### config.mk
export PLATFORM = sky130hd
export DESIGN_NAME = bist_uart_report
export DESIGN_NICKNAME = d
export VERILOG_FILES = /design/src/rtl/bist_uart_pkg.sv /design/src/rtl/uart_tx_byte.sv /design/src/rtl/bist_uart_report.sv
export SDC_FILE = /design/constraint.sdc
export NUM_CORES = 1
export LEC_CHECK = 0
export ABC_AREA = 1
export BUFFER_PORTS_ARGS = -buffer_cell sky130_fd_sc_hd__buf_2
export CAP_MARGIN = 40
export CORE_UTILIZATION = 50
export CTS_CLUSTER_DIAMETER = 200
export CTS_CLUSTER_SIZE = 30
export DETAILED_ROUTE_END_ITERATION = 16
export GPL_TIMING_DRIVEN = 1
export PLACE_DENSITY = 0.72
export RECOVER_POWER = 100
export SETUP_SLACK_MARGIN = 0.15
export SKIP_LAST_GASP = 1
export SYNTH_ARGS = -nofsm -noshare
export SYNTH_HDL_FRONTEND = slang
export SYNTH_SLANG_ARGS = --single-unit
export TNS_END_PERCENT = 100
### constraint.sdc
create_clock -name clk -period 4.27 [get_ports clk]
set_input_delay 1.281 -clock clk [delete_from_list [all_inputs] [get_ports clk]]
set_output_delay 1.281 -clock clk [all_outputs]
set_load 0.02 [all_outputs]
### src/rtl/bist_uart_pkg.sv
// bist_uart_pkg: shared state type, ASCII constants and frame geometry for
// the BIST UART reporter. Build macro BIST_UART_CRLF_EN selects the 6-byte
// "XXXX\r\n" frame; without it the frame is 5 bytes "XXXX ".
package bist_uart_pkg;

  typedef enum logic [1:0] {
    IDLE  = 2'd0,
    START = 2'd1,
    DATA  = 2'd2,
    STOP  = 2'd3
  } uart_state_t;

  localparam logic [7:0] CR = 8'h0D;
  localparam logic [7:0] LF = 8'h0A;
  localparam logic [7:0] SP = 8'h20;

`ifdef BIST_UART_CRLF_EN
  localparam int FRAME_LEN = 6;
`else
  localparam int FRAME_LEN = 5;
`endif

  localparam logic [2:0] LAST_BYTE_IDX = 3'(FRAME_LEN - 1);

  // Uppercase ASCII hex digit for one nibble.
  function automatic logic [7:0] hex2ascii(input logic [3:0] nibble);
    if (nibble < 4'd10) return 8'h30 + {4'h0, nibble};
    else                return 8'h37 + {4'h0, nibble};
  endfunction

endpackage

### src/rtl/uart_tx_byte.sv
// uart_tx_byte: 8N1 serializer for one byte at a time. Chains bytes with no
// idle gap when the parent says more bytes follow.
//
// Handshake: start_i is a one-cycle pulse accepted only in IDLE; it begins
// a start bit on the next cycle. data_i is sampled at the end of the start
// bit, so the parent may update it up to then. done_o is a one-cycle pulse
// in the last cycle of the stop bit. If more_i is high in that cycle the
// next start bit follows immediately; otherwise the serializer returns to
// IDLE and busy_o drops on the same edge.
module uart_tx_byte
  import bist_uart_pkg::*;
#(
  parameter int CLKS_PER_BIT = 868
) (
  input  logic       clk,
  input  logic       rst,
  input  logic       start_i,
  input  logic       more_i,
  input  logic [7:0] data_i,
  output logic       tx_o,
  output logic       busy_o,
  output logic       done_o,
  output logic [1:0] state_o
);

  localparam logic [15:0] BIT_LAST = 16'(CLKS_PER_BIT - 1);

  uart_state_t state_q;
  logic [15:0] cnt_q;
  logic [2:0]  bit_idx_q;
  logic [7:0]  shreg_q;
  logic        tx_q;
  logic        busy_q;
  logic        bit_end;

  assign bit_end = (cnt_q == BIT_LAST);
  assign done_o  = (state_q == STOP) && bit_end;
  assign tx_o    = tx_q;
  assign busy_o  = busy_q;
  assign state_o = state_q;

  // Bit-timing counter plus START/DATA/STOP sequencing with registered tx/busy.
  // The shift register backfills with 1s so the ninth shift yields the stop level.
  always_ff @(posedge clk) begin
    if (rst) begin
      state_q   <= IDLE;
      cnt_q     <= '0;
      bit_idx_q <= '0;
      shreg_q   <= '1;
      tx_q      <= 1'b1;
      busy_q    <= 1'b0;
    end else begin
      cnt_q <= (state_q == IDLE || bit_end) ? 16'd0 : cnt_q + 16'd1;
      case (state_q)
        IDLE: begin
          if (start_i) begin
            state_q <= START;
            tx_q    <= 1'b0;
            busy_q  <= 1'b1;
          end
        end
        START: begin
          if (bit_end) begin
            state_q   <= DATA;
            tx_q      <= data_i[0];
            shreg_q   <= {1'b1, data_i[7:1]};
            bit_idx_q <= 3'd0;
          end
        end
        DATA: begin
          if (bit_end) begin
            tx_q      <= shreg_q[0];
            shreg_q   <= {1'b1, shreg_q[7:1]};
            bit_idx_q <= bit_idx_q + 3'd1;
            if (bit_idx_q == 3'd7) state_q <= STOP;
          end
        end
        STOP: begin
          if (bit_end) begin
            if (more_i) begin
              state_q <= START;
              tx_q    <= 1'b0;
            end else begin
              state_q <= IDLE;
              busy_q  <= 1'b0;
            end
          end
        end
        default: state_q <= IDLE;
      endcase
    end
  end

endmodule

### src/rtl/bist_uart_report.sv
// bist_uart_report: watches the BIST result word and sends each new value as
// four ASCII hex digits plus a terminator over an 8N1 UART line.
// Build macro BIST_UART_CRLF_EN: terminator CR LF (6 bytes) when defined,
// a single space (5 bytes) otherwise.
module bist_uart_report
  import bist_uart_pkg::*;
#(
  parameter int CLKS_PER_BIT = 868
) (
  input  logic        clk,
  input  logic        rst,
  input  logic [15:0] value,
  output logic        tx,
  output logic        busy,
  output logic [7:0]  frame_cnt,
  output logic [1:0]  dbg_state_o
);

  logic        primed_q;
  logic        active_q;
  logic        start_q;
  logic [15:0] snapshot_q;
  logic [15:0] last_sent_q;
  logic [2:0]  byte_idx_q;
  logic [7:0]  frame_cnt_q;
  logic [7:0]  tx_byte;
  logic        last_byte;
  logic        tx_done;

  assign last_byte = (byte_idx_q == LAST_BYTE_IDX);
  assign frame_cnt = frame_cnt_q;

  // Byte currently being framed, chosen from the frozen snapshot.
  always_comb begin
    tx_byte = SP;
    case (byte_idx_q)
      3'd0: tx_byte = hex2ascii(snapshot_q[15:12]);
      3'd1: tx_byte = hex2ascii(snapshot_q[11:8]);
      3'd2: tx_byte = hex2ascii(snapshot_q[7:4]);
      3'd3: tx_byte = hex2ascii(snapshot_q[3:0]);
`ifdef BIST_UART_CRLF_EN
      3'd4: tx_byte = CR;
      3'd5: tx_byte = LF;
`else
      3'd4: tx_byte = SP;
`endif
      default: tx_byte = SP;
    endcase
  end

  // Change detection, snapshot, byte index and completed-frame counter.
  // Only the value present in an idle cycle is compared, so values that
  // come and go during a frame are dropped.
  always_ff @(posedge clk) begin
    if (rst) begin
      primed_q    <= 1'b1;
      active_q    <= 1'b0;
      start_q     <= 1'b0;
      snapshot_q  <= '0;
      last_sent_q <= '0;
      byte_idx_q  <= '0;
      frame_cnt_q <= '0;
    end else begin
      start_q <= 1'b0;
      if (!active_q) begin
        if (primed_q || (value != last_sent_q)) begin
          snapshot_q  <= value;
          last_sent_q <= value;
          primed_q    <= 1'b0;
          byte_idx_q  <= 3'd0;
          active_q    <= 1'b1;
          start_q     <= 1'b1;
        end
      end else if (tx_done) begin
        if (last_byte) begin
          active_q    <= 1'b0;
          frame_cnt_q <= frame_cnt_q + 8'd1;
        end else begin
          byte_idx_q <= byte_idx_q + 3'd1;
        end
      end
    end
  end

  uart_tx_byte #(
    .CLKS_PER_BIT(CLKS_PER_BIT)
  ) u_tx (
    .clk    (clk),
    .rst    (rst),
    .start_i(start_q),
    .more_i (!last_byte),
    .data_i (tx_byte),
    .tx_o   (tx),
    .busy_o (busy),
    .done_o (tx_done),
    .state_o(dbg_state_o)
  );

endmodule

==> flow_metrics.py, run 1 <==
metrics = {
    "timing": {
        "fin_ws_ps": 951,
        "skew_ps": 6.79,
        "fmax_mhz": 301,
        "slew_headroom_pct": 31.8,
        "tns_ps": 0,
        "finalCriticalPeriod_ps": 3320,
        "report.final.slew_viol_count": 0,
        "rsz0062_at_grt": "false",
        "setup_viol": 0,
        "fin_crit_sh_pct": 77.7,
        "finalHoldViolCount": 0,
        "hold_slack_ps": 443,
        "tightest_slew_ps": 1020,
    },
    "floorplan": {
        "fp.dieH_um": 86.7,
        "ios": 30,
        "start_util_pct": 52.2,
        "dieWidth_um": 86.7,
        "core.rowCount": 30,
        "dieArea_um2": 7510,
        "core_um2": 6870,
    },
    "grt": {
        "grt_usage_pct": 23.6,
        "grt-ovfl-total": 0,
        "grt_pass1_wl_um": 14000,
        "grt_antenna_before_repair": 0,
        "grt_max_degree": 25,
        "grt_pass1_vias": 3157,
    },
    "layout": {
        "drive_above_1_share_pct": 8.00,
        "final_core_util_pct": 57.9,
        "nNetsFinal": 630,
        "syn_to_final_growth_pct": 11.1,
        "stdcell_count": 696,
        "diodes": 0,
    },
    "synth": {
        "yosys.area.top_type_share_pct": 33.5,
        "synth_most_common_cell": "nand2_1",
        "yosys-top-cells-area": "dfxtp_1 34%, nand2_1 16%, inv_1 7.9%",
        "seq_area_frac_synth_pct": 33.5,
        "yosysWarnings": 0,
        "avgSynthCellArea_um2": 6.35,
        "synthCells": 564,
        "yosysTopAreaCell": "dfxtp_1",
        "synth_edf_count": 0,
        "synth_common_cells": "157 x nand2_1, 75 x inv_1, 66 x nor2_1, 60 x dfxtp_1, 45 x nand3_1",
        "ys.flop_type": "dfxtp_1",
        "async_reset_ff_share_pct": 0,
        "synth_area_um2": 3580,
        "synth_fp_nets": 599,
        "ys_types": 31,
        "ys_ff_latch": 60,
    },
    "drt": {
        "drt_wl_total_um": 8110,
        "drc": 0,
        "num_vias": 3527,
        "first_pass_iters": 5,
        "wl_met1_um": 3800,
        "wl_met3_um": 327,
        "final_antenna_net_count": 0,
        "drt_iter0_markers": 204,
        "top_layer_used": "met4",
        "wire_per_inst_um": 11.7,
        "routed-wl-met2_um": 3810,
        "drt-vias-per-instance": 5.07,
    },
    "placed_design": {
        "dp_slack_ps": 1040,
        "numPortBuffers": 29,
        "hpwl_um": 5940,
        "gp_congestion": 0.883,
        "dp.cells": 680,
    },
    "clocking": {
        "ctsResizeCount": 0,
        "cts_max_path_buffers": 2,
        "cts_sinks": 60,
        "ctsHtreeMaxLevel": 3,
        "hold_buffers": 0,
        "tritoncts": "done",
        "root_buffer": "clkbuf_8",
        "clkLatencyLatePin_ps": 340,
        "cts_setup_buffers": 0,
        "numCtsBuffers": 9,
        "path_clk_slew_ps": 70,
    },
    "status": {
        "status": "complete, no violations",
    },
    "critical_path": {
        "rrSetupSlack_ps": 1960,
        "crit_type": "in2reg",
        "critical_path_required_ps": 4500,
        "arrival_ps": 3550,
        "cp-end-kind": "flip-flop",
        "setup.worst_path.start_class": "input port",
        "path_max_fanout": 24,
    },
    "pwr": {
        "peakVddDrop_uv": 255,
        "leakagePower_nw": 1.82,
        "power_density_nw_per_um2": 372,
    },
    "min_path": {
        "hold_path.class": "reg2reg",
    },
    "flow_run": {
        "max_cap_violations": 0,
    },
}
==> final cells by class <==
type	count	area, um^2
Tap cell	96	120
Multi-Input combinational cell	411	2000
Inverter	84	315
Sequential cell	60	1200
Timing Repair Buffer	29	128
Fill cell	659	2890
Clock buffer	13	169
Clock inverter	3	43.8
==> flip-flops by register name, indices dropped and copies added, names as in the netlist <==
| name | flops |
|---|---|
| last_sent_q | 16 |
| u_tx.cnt_q | 16 |
| u_tx.tx_o | 1 |
| active_q | 1 |
| frame_cnt | 8 |
| primed_q | 1 |
| byte_idx_q | 3 |
| u_tx.bit_idx_q | 3 |
| u_tx.busy_o | 1 |
| start_q | 1 |
| u_tx.state_o | 2 |
| u_tx.shreg_q | 7 |
==> worst paths after layout <==
| check | from | to | cells past startpoint |
|---|---|---|---|
| setup / recovery | rst | u_tx.cnt_q[7] | 5 |
| hold reg to reg | primed_q | primed_q | 2 |
| hold / removal | primed_q | primed_q | 2 |
| setup reg to reg | last_sent_q[6] | last_sent_q[9] | 11 |
==> cells in the final DEF, fill, tap and decap left out, types with 2 or more instances in the layout <==
master | netlist | final
o211ai_1 | 2 | 2
nor2_1 | 66 | 68
ha_1 | 17 | 17
nand2_1 | 157 | 158
or2_2 | 4 | 4
xor2_1 | 3 | 3
nor3_2 | 4 | 4
nand3_1 | 45 | 45
o21bai_1 | 2 | 2
dfxtp_1 | 60 | 60
o21ai_0 | 32 | 32
clkbuf_1 | 4 | 15
clkbuf_8 | 0 | 12
inv_1 | 75 | 77
a21oi_1 | 39 | 39
buf_2 | 3 | 15
xnor2_1 | 5 | 5
nand4_1 | 13 | 13
nor2_2 | 4 | 2
o21ai_1 | 4 | 4
nor3_1 | 6 | 6
inv_2 | 9 | 7
==> where the power goes <==
part,internal [W],switching [W]
sequential,0.000591,0.0000311
combinational,0.000102,0.000212
clock,0.000318,0.000228
==> worst max-delay path, cell delays in order <==
cell and delay (ps):
clkbuf_1 740, inv_1 640, nand3_1 640, o21bai_1 200, a21oi_1 50
==> cell families (layout without fill, tap and decap cells) <==
| group | Yosys count | in the layout | synth area share, % |
|---|---|---|---|
| XOR/XNOR | 8 | 8 | 1.96 |
| adder cells (fa/ha/maj) | 17 | 17 | 5.94 |
| AND/OR/NAND/NOR | 305 | 305 | 36.5 |
| buffers and inverters | 93 | 129 | 10.4 |
| AO/OA/AOI/OAI | 81 | 81 | 11.8 |
| flip-flops | 60 | 60 | 33.5 |
==> metrics by stage <==
| step | cell area, um^2 | power, W |
|---|---|---|
| after floorplan | 3580 | 0.000868 |
| after global placement | 3790 | 0.000941 |
| after detailed placement | 3790 | 0.000947 |
| after CTS | 4010 | 0.00149 |
| after global routing | 3980 | 0.00157 |
| final | 3980 | 0.00148 |
==> per-layer routing <==
layer  vias up  GRT usage (%)
met5         -              0
met1      1565           30.4
li1       1860              -
met2        83           39.2
met3        19           4.19
met4         0           9.24
(Power assumes the default switching activity.)
==> run 2: changes to the inputs <==
Settings changed: ABC_AREA 1 to 0.
Clock period 4.27 ns to 3.45 ns, I/O delays scaled along.
==> run 2 against run 1 <==
Effect of this change:
- the flow now finishes with violations (capacitance limit, slew limit)
- synthesized area shrank 5.8%
- first-iteration DRC count down 25%
- non-clock buffer count increased by 2
- combinational power increased by 5%
- routed wire length shrank 17%
- synthesized cell count down 30%
- worst setup slack worse by 250 ps
- sequential cell count unchanged
- clock-buffer cell count decreased by 1
- global-route usage is 2.6 points lower
- die area down 5.6%
- clock skew increased by 4.1 ps
- critical path type unchanged
- highest routed layer unchanged
==> flow_metrics.py, run 2 <==
metrics = {
    "timing": {
        "report.final.slew_viol_count": 45,
        "finalHoldViolCount": 0,
        "skew_ps": 10.8,
        "fmax_mhz": 364,
        "setup_viol": 0,
        "slew_headroom_pct": -25.1,
        "finalCriticalPeriod_ps": 2750,
        "fin_crit_sh_pct": 79.7,
        "tightest_slew_ps": 1880,
        "rsz0062_at_grt": "false",
        "tns_ps": 0,
        "hold_slack_ps": 443,
    },
    "clocking": {
        "tritoncts": "done",
        "ctsHtreeMaxLevel": 3,
        "cts_max_path_buffers": 2,
        "numCtsBuffers": 9,
        "cts_sinks": 60,
        "clkLatencyLatePin_ps": 340,
        "hold_buffers": 0,
        "path_clk_slew_ps": 60,
        "root_buffer": "clkbuf_8",
        "cts_setup_buffers": 0,
        "ctsResizeCount": 0,
    },
    "drt": {
        "drt-vias-per-instance": 5.53,
        "drt_wl_total_um": 6720,
        "drt_iter0_markers": 154,
        "wire_per_inst_um": 13.5,
        "drc": 0,
        "first_pass_iters": 4,
        "num_vias": 2745,
        "final_antenna_net_count": 0,
    },
    "floorplan": {
        "core_um2": 6420,
        "start_util_pct": 52.6,
        "dieArea_um2": 7090,
        "ios": 30,
        "core.rowCount": 29,
        "dieWidth_um": 84.2,
        "fp.dieH_um": 84.2,
    },
    "min_path": {
        "worstHoldStart": "primed_q",
        "hold_depth": 1,
        "hold_path.class": "reg2reg",
        "hold-path-endpoint": "primed_q",
    },
    "layout": {
        "syn_to_final_growth_pct": 10.3,
        "multi_input_area_um2": 2000,
        "diodes": 0,
        "n_fill_cell": 603,
        "seq_area_um2": 1200,
        "mostFrequentLayoutCells": "60 x dfxtp_1, 57 x nor2_1, 25 x xnor2_1, 21 x nand2_1",
        "final_common_cell": "dfxtp_1",
        "drive_above_1_share_pct": 10.3,
        "nNetsFinal": 449,
    },
    "synth": {
        "avgSynthCellArea_um2": 8.55,
        "ys_types": 52,
        "synth_edf_count": 0,
        "yosysTopAreaCell": "dfxtp_1",
        "synth_most_common_cell": "dfxtp_1",
        "yosys.area.top_type_share_pct": 35.6,
        "ys.flop_type": "dfxtp_1",
        "yosys-top-cells-area": "dfxtp_1 36%, xnor2_1 6.5%, nor2_1 6.3%",
        "ys_ff_latch": 60,
        "async_reset_ff_share_pct": 0,
        "synth_fp_nets": 430,
        "synth_common_cells": "60 x dfxtp_1, 57 x nor2_1, 25 x xnor2_1, 21 x nand2_1",
        "synth_area_um2": 3380,
        "seq_area_frac_synth_pct": 35.6,
        "synthCells": 395,
        "yosysWarnings": 0,
    },
    "grt": {
        "grt-ovfl-total": 0,
        "grt_usage_pct": 21.0,
        "grt_pass1_wl_um": 11800,
        "grt_max_degree": 45,
        "grt_pass1_vias": 2660,
        "grt_antenna_before_repair": 0,
    },
    "critical_path": {
        "setup.worst_path.start_class": "input port",
        "crit_slowest_cell": "clkbuf_1",
        "cpPeakStageDelay_ps": 440,
        "path_max_fanout": 13,
        "ff2ff_path_depth": 7,
        "critical_path_required_ps": 3600,
        "crit_type": "in2reg",
        "r2r-end": "u_tx.shreg_q[5]",
        "path_cells": "clkbuf_1 > xnor2_1 > nand4_1 > nor4_1 > a21oi_2 > clkbuf_1 > mux2i_1 > nor2_1",
        "rrSetupSlack_ps": 750,
        "arrival_ps": 2900,
        "reg2reg_from": "u_tx.cnt_q[0]",
        "cpMostUsedCell": "clkbuf_1",
        "cp-end-kind": "flip-flop",
    },
    "pwr": {
        "power_switching_share_pct": 28.3,
        "internal-power_w": 0.00129,
        "peakVddDrop_uv": 298,
        "power_density_nw_per_um2": 484,
        "leakagePower_nw": 1.41,
        "p_clk_share_pct": 38.6,
        "total_power_w": 0.00180,
        "p_comb_share_pct": 18.3,
        "switchingPower_w": 0.000510,
        "p_seq_share_pct": 43.1,
    },
    "placed_design": {
        "numPortBuffers": 29,
        "gp_congestion": 0.861,
        "hpwl_um": 4890,
    },
    "status": {
        "status": "finished with violations",
        "failed_checks": "capacitance limit, slew limit",
    },
    "flow_run": {
        "max_cap_violations": 1,
    },
}
[run 2: changes by cell type after synthesis, sizes merged, moves of 8 or more]
cell and change:
nand3 -34, mux2i +19, nor2b +10, xor2 +12, xnor2 +20, clkbuf +14, nor2 -13, nand2 -136
inv -65, o21ai -20, or3 +8, a21oi -20
[run 2: final cells by class]
type,count,area share (%)
multi-input cells,293,53.8
flip-flops and latches,60,32.3
clock buffers,12,3.90
repair buffers,31,3.63
well taps,77,2.59
clock inverters,4,1.95
inverters,19,1.92
[run 2: per-stage QoR]
stage | util (%) | area (um^2) | std cells | setup slack (ps)
detailed placement | 55.2 | 3540 | 480 | 749
global route | 58.0 | 3720 | 496 | 463
floorplan | - | 3380 | 395 | 1040
global placement | 55.2 | 3540 | 480 | 815
CTS | 58.5 | 3760 | 496 | 749
finish | 58.0 | 3720 | 496 | 700
[run 2: cells by family after synthesis]
group	Yosys count	synth area share [%]
adders and majority gates	17	6.30
muxes	19	5.63
xor gates and xnor gates	40	10.4
buffers and inverters	42	4.93
AOI/OAI and AO/OA	70	14.0
and+or+nand+nor	147	23.2
DFF	60	35.6
[run 2: metal layers]
| metal | track usage, % | vias to the layer above | wire length, um |
|---|---|---|---|
| li1 | - | 1403 | - |
| met1 | 26.5 | 1276 | 3230 |
| met2 | 33.9 | 51 | 3020 |
| met3 | 4.42 | 15 | 300 |
| met4 | 11.0 | 0 | 168 |
| met5 | 0 | - | 0 |
[run 2: how the worst max path moves through the flow]
stage,startpoint,endpoint,slack [ps]
final,value[5],last_sent_q[9],700
after global routing,u_tx.cnt_q[0],u_tx.shreg_q[5],460
after CTS,u_tx.cnt_q[0],u_tx.shreg_q[5],750
after detailed placement,value[5],last_sent_q[9],750
after global placement,u_tx.cnt_q[0],u_tx.shreg_q[5],810
after floorplan,value[6],last_sent_q[0],1040
[run 2: power groups by stage]
stage                     Clock (W)  Sequential (W)  Combinational, W
after floorplan                   0        0.000786          0.000271
after global placement            0        0.000788          0.000342
after detailed placement          0        0.000790          0.000349
after CTS                  0.000715        0.000775          0.000350
after global routing       0.000748        0.000783          0.000375
final                      0.000696        0.000776          0.000330
[run 2: worst max-delay path, delay by kind of cell]
family / cells / cell delay, ps
mux: 1 / 290
compound gates: 1 / 160
simple gates: 3 / 620
xor+xnor: 1 / 260
buf+inv: 2 / 540
